## src/rtl/bi_dir_piso_serializer_pkg.sv

```systemverilog
// Shared definitions for the bidirectional PISO serializer and its SIPO companion.
// Holds the direction encoding, the FSM state type and the default word length.
package bi_dir_piso_serializer_pkg;

  localparam int DEF_WIDTH = 4;

  localparam logic DIR_LEFT  = 1'b0;
  localparam logic DIR_RIGHT = 1'b1;

  typedef enum logic {
    ST_IDLE  = 1'b0,
    ST_SHIFT = 1'b1
  } state_t;

endpackage

```

## src/rtl/bi_dir_piso_serializer.sv

```systemverilog
// Parallel-in / serial-out shifter with a valid/ready load port and per-word direction.
// Emits one bit per enabled clock with first/last framing strobes and a registered done pulse.
//
// state    | meaning
// ST_IDLE  | no frame; load port ready, serial outputs and strobes low
// ST_SHIFT | frame in progress; o_sd shows the current bit, cnt is its index
module bi_dir_piso_serializer
  import bi_dir_piso_serializer_pkg::*;
#(
  parameter int WIDTH = DEF_WIDTH,
  localparam int CNT_W = $clog2(WIDTH)
) (
  input  logic             i_clk,
  input  logic             i_rst,
  input  logic [WIDTH-1:0] i_data,
  input  logic             i_load_valid,
  output logic             o_load_ready,
  input  logic             i_right,
  input  logic             i_en,
  output logic             o_sd,
  output logic             o_sd_valid,
  output logic             o_first,
  output logic             o_last,
  output logic             o_busy,
  output logic             o_done
);

  localparam logic [CNT_W-1:0] CNT_LAST = CNT_W'(WIDTH - 1);

  state_t           state_q, state_d;
  logic [WIDTH-1:0] shreg_q, shreg_d;
  logic             dir_q, dir_d;
  logic [CNT_W-1:0] cnt_q, cnt_d;
  logic             done_q, done_d;
  logic             accept;
  logic             at_last;

  always_ff @(posedge i_clk or posedge i_rst) begin
    if (i_rst) begin
      state_q <= ST_IDLE;
      shreg_q <= '0;
      dir_q   <= DIR_LEFT;
      cnt_q   <= '0;
      done_q  <= 1'b0;
    end else begin
      state_q <= state_d;
      shreg_q <= shreg_d;
      dir_q   <= dir_d;
      cnt_q   <= cnt_d;
      done_q  <= done_d;
    end
  end

  always_comb begin
    state_d      = state_q;
    shreg_d      = shreg_q;
    dir_d        = dir_q;
    cnt_d        = cnt_q;
    done_d       = 1'b0;
    at_last      = (cnt_q == CNT_LAST);
    o_load_ready = 1'b0;
    o_sd         = 1'b0;
    o_sd_valid   = 1'b0;
    o_first      = 1'b0;
    o_last       = 1'b0;
    o_busy       = 1'b0;

    case (state_q)
      ST_IDLE: begin
        o_load_ready = 1'b1;
      end
      ST_SHIFT: begin
        o_load_ready = at_last & i_en;
        o_sd         = (dir_q == DIR_RIGHT) ? shreg_q[0] : shreg_q[WIDTH-1];
        o_sd_valid   = 1'b1;
        o_busy       = 1'b1;
        o_first      = (cnt_q == '0);
        o_last       = at_last;
      end
      default: ;
    endcase

    accept = i_load_valid & o_load_ready;

    case (state_q)
      ST_IDLE: begin
        if (accept) begin
          shreg_d = i_data;
          dir_d   = i_right;
          cnt_d   = '0;
          state_d = ST_SHIFT;
        end
      end
      ST_SHIFT: begin
        if (i_en) begin
          if (at_last) begin
            done_d = 1'b1;
            cnt_d  = '0;
            // a waiting word is taken on the last bit so frames run back to back
            if (accept) begin
              shreg_d = i_data;
              dir_d   = i_right;
            end else begin
              shreg_d = '0;
              state_d = ST_IDLE;
            end
          end else begin
            shreg_d = (dir_q == DIR_RIGHT) ? (shreg_q >> 1) : (shreg_q << 1);
            cnt_d   = cnt_q + 1'b1;
          end
        end
      end
      default: state_d = ST_IDLE;
    endcase
  end

  assign o_done = done_q;

endmodule
```

## config.mk

```make
export PLATFORM = sky130hd
export DESIGN_NAME = bi_dir_piso_serializer
export DESIGN_NICKNAME = d
export VERILOG_FILES = /design/src/rtl/bi_dir_piso_serializer_pkg.sv /design/src/rtl/bi_dir_piso_serializer.sv
export SDC_FILE = /design/constraint.sdc
export NUM_CORES = 1
export LEC_CHECK = 0
export ABC_AREA = 0
export BUFFER_PORTS_ARGS = -buffer_cell sky130_fd_sc_hd__clkbuf_2
export CAP_MARGIN = 20
export CORE_AREA = 10 10 47 49
export CTS_CLUSTER_DIAMETER = 60
export DETAILED_ROUTE_END_ITERATION = 7
export DIE_AREA = 0 0 57 59
export GPL_TIMING_DRIVEN = 1
export MAX_ROUTING_LAYER = met4
export PLACE_DENSITY = 0.65
export SLEW_MARGIN = 20
export SYNTH_ARGS = -nofsm -noshare
export SYNTH_HDL_FRONTEND = slang
export SYNTH_SLANG_ARGS = --single-unit
```

## constraint.sdc

```tcl
create_clock -name i_clk -period 1.6 [get_ports i_clk]
set_input_delay 0.24 -clock i_clk [delete_from_list [all_inputs] [get_ports i_clk]]
set_output_delay 0.24 -clock i_clk [all_outputs]
set_load 0.02 [all_outputs]
```

Word-level counts from Yosys, hierarchy flattened
Cells that the tools add are included.
Storage, ports and cells
  bits in registers: 9
  input bits: 9
  output and inout port bits: 7
  logic and storage cells: 43
  RAM bits: 0
  memories: 0
  bits in latches: 0
  memory bits (read-only): 0
Cells by class
  shifts and indexed selects: 0
  bitwise gates (word level): 3
  div/mod/pow operators: 0
  reductions and logical operators: 3
  add/sub/neg operators: 1
  mux-type cells: 27
  order comparisons: 0
  equality and inequality tests: 4
  multipliers: 0
Operator list (number)
  $mux W4: 5
  $mux W1: 14
  $pmux W4 S2: 1
  $mux W2: 3
  $pmux W1 S2: 3
  $ne A2 B2 Y1 const B: 2
  $pmux W2 S2: 1
  $reduce_and A2 Y1: 2
  $add A2 B1 Y2 const B: 1
  $and A1 B1 Y1: 2
  $eq A2 B2 Y1 const B: 1
  $logic_not A2 Y1: 1
  $ne A2 B1 Y1 const B: 1
  $not A1 Y1: 1

Logic depth before layout (Yosys ltp)
Gate-level depths: netlist of the first run.
  depth in word-level cells: 8
  mapped depth: 5
  depth with buffers taken out: 4

Worst setup path after synthesis of the first run
OpenSTA, ideal clock, no wires.
  path kind: register -> register
  from: reg cnt_q[0]
  to: reg dir_q
  slack: 0.129 ns
  cell stages (with the launch flop): 6
  path buffers: 1
  data required time: 1.475 ns
  data arrival time: 1.347 ns
  setup time: 0.125 ns
  clock period less this slack: 1.471 ns
  cell sequence: dfrtp_1 -> ha_1 -> buf_4 -> a21bo_2 -> nand2_1 -> mux2_2
On the way
  cells in the longest elaborated chain, start to end: 8
  elaborated cells between the ends (all ways): 10
  those cells by class: eq/ne: 2; mux: 5; bitwise: 2; reduce/logical: 1
RTL lines
  start, declared: RTL line bi_dir_piso_serializer.sv:33  | logic [CNT_W-1:0] cnt_q, cnt_d;
  start signal, assigned: RTL line bi_dir_piso_serializer.sv:49  | cnt_q <= cnt_d;
  $eq A2 B2 Y1 (*): RTL line bi_dir_piso_serializer.sv:60  | at_last = (cnt_q == CNT_LAST);
  $and A1 B1 Y1 (*): RTL line bi_dir_piso_serializer.sv:73  | o_load_ready = at_last & i_en;
  $pmux W1 S2 (*): RTL line bi_dir_piso_serializer.sv:68  | case (state_q)
  named net o_load_ready: RTL line bi_dir_piso_serializer.sv:17  | output logic o_load_ready,
  $and A1 B1 Y1 (*): RTL line bi_dir_piso_serializer.sv:83  | accept = i_load_valid & o_load_ready;
  $mux W1 (*)
  $mux W1 (2 in a row)
  $pmux W1 S2 (*)
  end signal, assigned: RTL line bi_dir_piso_serializer.sv:48  | dir_q <= dir_d;
  end, declared: RTL line bi_dir_piso_serializer.sv:32  | logic dir_q, dir_d;
Mark *: on every way through the listed nets, which the timed path passes. The rest lies on a longest branch. The select of a mux whose other input is x is not followed.
A chain may end at the register's enable or synchronous reset.

Worst setup path in the final report of the first run
  from: reg cnt_q[0]
  to: out o_load_ready
On the way
  cells in the longest elaborated chain, start to end: 3
RTL lines (RTL line)
  $eq A2 B2 Y1: bi_dir_piso_serializer.sv:60
  $and A1 B1 Y1: bi_dir_piso_serializer.sv:73
  $pmux W1 S2: bi_dir_piso_serializer.sv:68
  end, declared: bi_dir_piso_serializer.sv:17
No other way between the ends.

==> results of run 1 <==
==> path summary, 6_finish.rpt <==
| check | endpoint | startpoint | slack, ps |
|---|---|---|---|
| min in group asynchronous | o_done | i_rst | 460 |
| hold / removal | dir_q | i_right | 200 |
| max in group asynchronous | state_q | i_rst | 870 |
| setup reg to reg | dir_q | cnt_q[0] | 260 |
| setup / recovery | o_load_ready | cnt_q[0] | 100 |
| hold reg to reg | shreg_q[2] | shreg_q[2] | 550 |
==> Yosys cell counts <==
master and count:
and3_1 2, nand2b_1 1, nor3b_2 1, inv_1 4
mux2_2 2, nand3_1 3, o21ai_0 4, a31oi_1 4
nand4b_1 1, buf_2 1, a21boi_0 2, o32a_1 2
and2_1 4, and2b_1 1, buf_4 3, nand3b_1 2
dfrtp_1 9, a21bo_2 1, nor2_1 4, nand2_1 2
mux2i_1 1, ha_1 2
==> logic make-up (layout without fill, tap and decap cells) <==
logic type                 count (synthesis)  in the layout  synth area share, %
and+or+nand+nor                           21             21                 23.1
AOI/OAI and AO/OA                         13             13                 16.7
DFF                                        9              9                 41.7
buffers and inverters                      8             25                 7.87
muxes                                      3              3                 6.02
adders and majority gates                  2              2                 4.63
==> cell type report <==
type	instances	area share, %
Tap cell	16	3.01
Inverter	4	2.26
Sequential cell	9	34.0
Multi-Input combinational cell	39	42.9
Clock buffer	4	3.95
Timing Repair Buffer	17	13.9
==> power by group through the flow <==
| stage | combinational [W] | clock (W) | sequential, W |
|---|---|---|---|
| after global routing | 0.000633 | 0.000197 | 0.000456 |
| after detailed placement | 0.000544 | 0 | 0.000426 |
| after floorplan | 0.000418 | 0 | 0.000408 |
| after global placement | 0.000536 | 0 | 0.000421 |
| final | 0.000554 | 0.000180 | 0.000436 |
| after CTS | 0.000552 | 0.000186 | 0.000425 |
==> state kept, by name, summed over array words and instances (netlist names) <==
name	flops
o_done	1
cnt_q	2
shreg_q	4
dir_q	1
state_q	1
==> layer usage <==
metal	wire length [um]	up-vias	part of all wire [%]	global-route usage, %
li1	-	230	-	-
met1	566	217	45	10.3
met2	577	14	46	13.5
met3	67	6	5.4	3.00
met4	34	0	2.7	6.04
met5	0	-	0	-
==> timing repair <==
| item | in CTS | in global routing |
|---|---|---|
| endpoints found under the hold margin | 9 | 0 |
| gates resized for setup | 1 | 2 |
| hold buffers | 1 | 0 |
| setup endpoints to repair | 1 | 2 |
| pin swaps | 0 | 0 |
==> per-stage QoR <==
step | setup slack [ps] | util [%] | instance area [um^2] | hold slack (ps)
6_report | 100 | 47.5 | 666 | 203
3_5_place_dp | 149 | 43.9 | 616 | 211
2_1_floorplan | 129 | - | 541 | 67.9
3_3_place_gp | 195 | 43.9 | 616 | 212
5_1_grt | 31.8 | 47.5 | 666 | 206
4_1_cts | 53.5 | 46.7 | 654 | 207
==> critical path, cell delays in order (launching register included) <==
cell and delay, ps:
dfrtp_1 420, ha_4 210, a21bo_2 210, clkbuf_2 150
==> flow_summary.yaml, run 1 <==
grt:
  antenna_found_initial: 0
  grt_overflow: 0
  grt_pass1_wl_um: 2440
  first_global_vias: 543
  grt.total_usage_pct: 9.12
  grt_max_degree: 12
power:
  cell_internal_pwr_w: 0.000686
  p_per_area_nw_per_um2: 1760
  p_sw_share_pct: 41.4
  power_w: 0.00117
  power.leakage_nw: 0.323
  netSwitchingPower_w: 0.000484
  ir_drop_v: 0.000792
  pwr-share-seq_pct: 37.3
  pwr-share-comb_pct: 47.3
  p_clk_share_pct: 15.4
sta:
  rsz0062_at_grt: "false"
  finalSetupViolCount: 0
  timing.final.crit_period_ps: 1500
  worst_pin_slew_ps: 346
  finalHoldViolCount: 0
  fin_skew_ps: 3.66
  fin_crit_sh_pct: 93.7
  fmax_mhz: 667
  drv_slew: 0
  fin_setup_tns_ps: 0
  relSlewSlack_pct: 76.9
setup_path:
  path_class: "reg -> out"
  cp_data_arrival_time_ps: 1260
  ff2ff_path_depth: 4
  end_kind: "primary output"
  required_ps: 1360
  cp-start-kind: "flip-flop"
  worstPathMaxFanout: 10
placed_design:
  dp.cells: 84
  hpwl_um: 960
  numPortBuffers: 15
  place_congestion: 0.804
floorplan:
  core-area_um2: 1400
  die-height_um: 59
  start_util_pct: 38.6
  rows: 14
  die_area_um2: 3360
  io_pins: 16
  die_x_um: 57
synthesis:
  synth_top_cells_by_area: "dfrtp_1 42%, a31oi_1 4.6%, and2_1 4.6%"
  synth_nets: 67
  syn_area_um2: 541
  synth_area_per_cell_um2: 9.65
  synth.distinct_cells: 22
  seq_area_frac_synth_pct: 41.7
  synth_top_area_share_pct: 41.7
  synth_top_cell_by_area: "dfrtp_1"
  synthCells: 56
  yosys_register_bits: 9
  ys_warn_count: 0
clock_tree:
  clk_pin_slew_worst_paths_ps: 60
  h-tree-depth: 1
  postCtsSetupRepairBufs: 0
  cts_buffers: 3
  cts.sinks: 9
  cts_buffer_depth: 2
  root_buffer: "clkbuf_4"
  clock_latency_ps: 270
  tritoncts: "done"
cells_and_area:
  drive_gt1_share_pct: 34.2
  multiInputGateArea_um2: 285
  antenna_cells: 0
  final_nets: 85
  fillers: 141
  seqCellArea_um2: 226
  final_common_cell: "clkbuf_2"
  final_cell_mix: "15 x clkbuf_2, 8 x dfrtp_1"
  fin_cells: 89
  syn_to_final_growth_pct: 23.1
hold_path:
  min_path_cells: 2
  timing.hold.worst.class: "in -> reg"
routing:
  drt_wl_total_um: 1250
  drc: 0
  avgRoutedWirePerCell_um: 14.0
  firstDrtPassIters: 3
  ant_nets: 0
  drt_iter0_drc: 13
  viasPerCell: 5.25
  via_count: 467
run_status:
  outcome: "completed"
flow_run:
  maxCapViolCount: 0
Note: power is estimated with default switching activity, not from simulation.
==> run 2, diff against run 1 <==
--- a/config.mk
+++ b/config.mk
@@ -13,7 +13,6 @@
 export DETAILED_ROUTE_END_ITERATION = 7
 export DIE_AREA = 0 0 57 59
 export GPL_TIMING_DRIVEN = 1
-export MAX_ROUTING_LAYER = met4
 export PLACE_DENSITY = 0.65
 export SLEW_MARGIN = 20
 export SYNTH_ARGS = -nofsm -noshare
==> run 2 against run 1 <==
Effect of this change: critical path type unchanged; routed wire length decreased by 0.56%; core utilization unchanged; total power about the same; largest cell class unchanged; worst hold slack about the same; maximum frequency about the same; register-to-register slack about the same; sequential cell count unchanged; clock power about the same.
==> flow_summary.yaml, run 2 (synthesis gave the netlist of run 1 again) <==
routing:
  firstDrtPassIters: 3
  viasPerCell: 5.26
  drt_wl_total_um: 1240
  drt_iter0_drc: 12
  via_count: 468
  drc: 0
  avgRoutedWirePerCell_um: 13.9
  ant_nets: 0
cells_and_area:
  largest_register_ffs: 4
  syn_to_final_growth_pct: 23.1
  final_nets: 85
  final_cell_mix: "15 x clkbuf_2, 8 x dfrtp_1"
  final_common_cell: "clkbuf_2"
  reg_top3: "shreg_q (4), cnt_q (2)"
  fillers: 141
  regMostFlops: "shreg_q"
  antenna_cells: 0
  drive_gt1_share_pct: 34.2
clock_tree:
  clk_pin_slew_worst_paths_ps: 60
  clock_latency_ps: 270
  h-tree-depth: 1
  tritoncts: "done"
  cts_buffer_depth: 2
  root_buffer: "clkbuf_4"
  cts.sinks: 9
  cts_buffers: 3
  postCtsSetupRepairBufs: 0
setup_path:
  crit_chain: "ha_4 > a21bo_2 > clkbuf_2"
  cp_data_arrival_time_ps: 1260
  path_class: "reg -> out"
  required_ps: 1360
  cp-start-kind: "flip-flop"
  critical_path.max_stage_delay_ps: 420
  worstPathMaxFanout: 10
  critPathSlowestCell: "dfrtp_1"
  end_kind: "primary output"
grt:
  grt_overflow: 0
  grt.total_usage_pct: 8.83
  grt_max_degree: 12
  first_global_vias: 545
  grt_pass1_wl_um: 2420
  antenna_found_initial: 0
sta:
  hold_slack_ps: 203
  finalHoldViolCount: 0
  drv_slew: 0
  worst_pin_slew_ps: 346
  relSlewSlack_pct: 76.9
  fmax_mhz: 667
  rsz0062_at_grt: "false"
  fin_skew_ps: 3.65
  finalSetupViolCount: 0
  fin_setup_tns_ps: 0
  timing.final.crit_period_ps: 1500
  fin_crit_sh_pct: 93.7
run_status:
  outcome: "completed"
placed_design:
  hpwl_um: 960
  place_congestion: 0.793
  numPortBuffers: 15
power:
  ir_drop_v: 0.000791
  power_w: 0.00117
  p_per_area_nw_per_um2: 1760
  power.leakage_nw: 0.323
flow_run:
  maxCapViolCount: 0
floorplan:
  die_x_um: 57
  die_area_um2: 3360
  core-area_um2: 1400
  die-height_um: 59
  start_util_pct: 38.6
  rows: 14
  io_pins: 16
hold_path:
  timing.hold.worst.class: "in -> reg"
-- run 2: critical path: cells and delay by family, from the launching register on --
family	cells	cell delay [ps]
adder cells (fa/ha/maj)	1	210
AO/OA/AOI/OAI	1	210
flip-flops	1	420
buffers and inverters	1	150
-- run 2: power by group --
part | switching, W | internal, W | total, W
Sequential | 0.000108 | 0.000327 | 0.000435
Combinational | 0.000292 | 0.000263 | 0.000555
Clock | 0.0000836 | 0.0000964 | 0.000180
Total | 0.000483 | 0.000686 | 0.00117
-- run 2: cell type report --
| type | instances | area, um^2 | share of cell area (%) |
|---|---|---|---|
| Multi-Input combinational cell | 39 | 285 | 42.9 |
| Sequential cell | 9 | 226 | 34.0 |
| Timing Repair Buffer | 17 | 92.6 | 13.9 |
| Clock buffer | 4 | 26.3 | 3.95 |
| Tap cell | 16 | 20.0 | 3.01 |
| Inverter | 4 | 15.0 | 2.26 |
-- run 2: through the flow --
| step | setup WS, ps | instances | cell area, um^2 | utilization (%) |
|---|---|---|---|---|
| floorplan | 129 | 56 | 541 | - |
| global placement | 195 | 84 | 616 | 43.9 |
| detailed placement | 149 | 84 | 616 | 43.9 |
| CTS | 53.5 | 89 | 654 | 46.7 |
| global route | 31.8 | 89 | 666 | 47.5 |
| finish | 101 | 89 | 666 | 47.5 |
-- run 2: worst paths after layout --
path                            slack (ps)  cells past startpoint      endpoint  startpoint
worst max-delay path                   100                      3  o_load_ready    cnt_q[0]
worst min-delay path                   200                      2         dir_q     i_right
worst max register to register         260                      4         dir_q    cnt_q[0]
worst min register to register         540                      1    shreg_q[2]  shreg_q[2]
max in group asynchronous              870                      3       state_q       i_rst
min in group asynchronous              460                      3        o_done       i_rst
-- run 2: per-layer routing --
layer	vias to the layer above	global-route usage (%)	share of wire [%]
li1	230	-	-
met1	218	9.67	43
met2	14	13.5	47
met3	6	3.86	7.2
met4	0	6.04	2.7
met5	-	0	0
-- run 2: repair_timing --
| item | in CTS | in global routing |
|---|---|---|
| hold endpoints to repair | 9 | 0 |
| setup endpoints to repair | 1 | 2 |
| hold buffers | 1 | 0 |
| gates resized for setup | 1 | 2 |
| pin swaps | 0 | 0 |
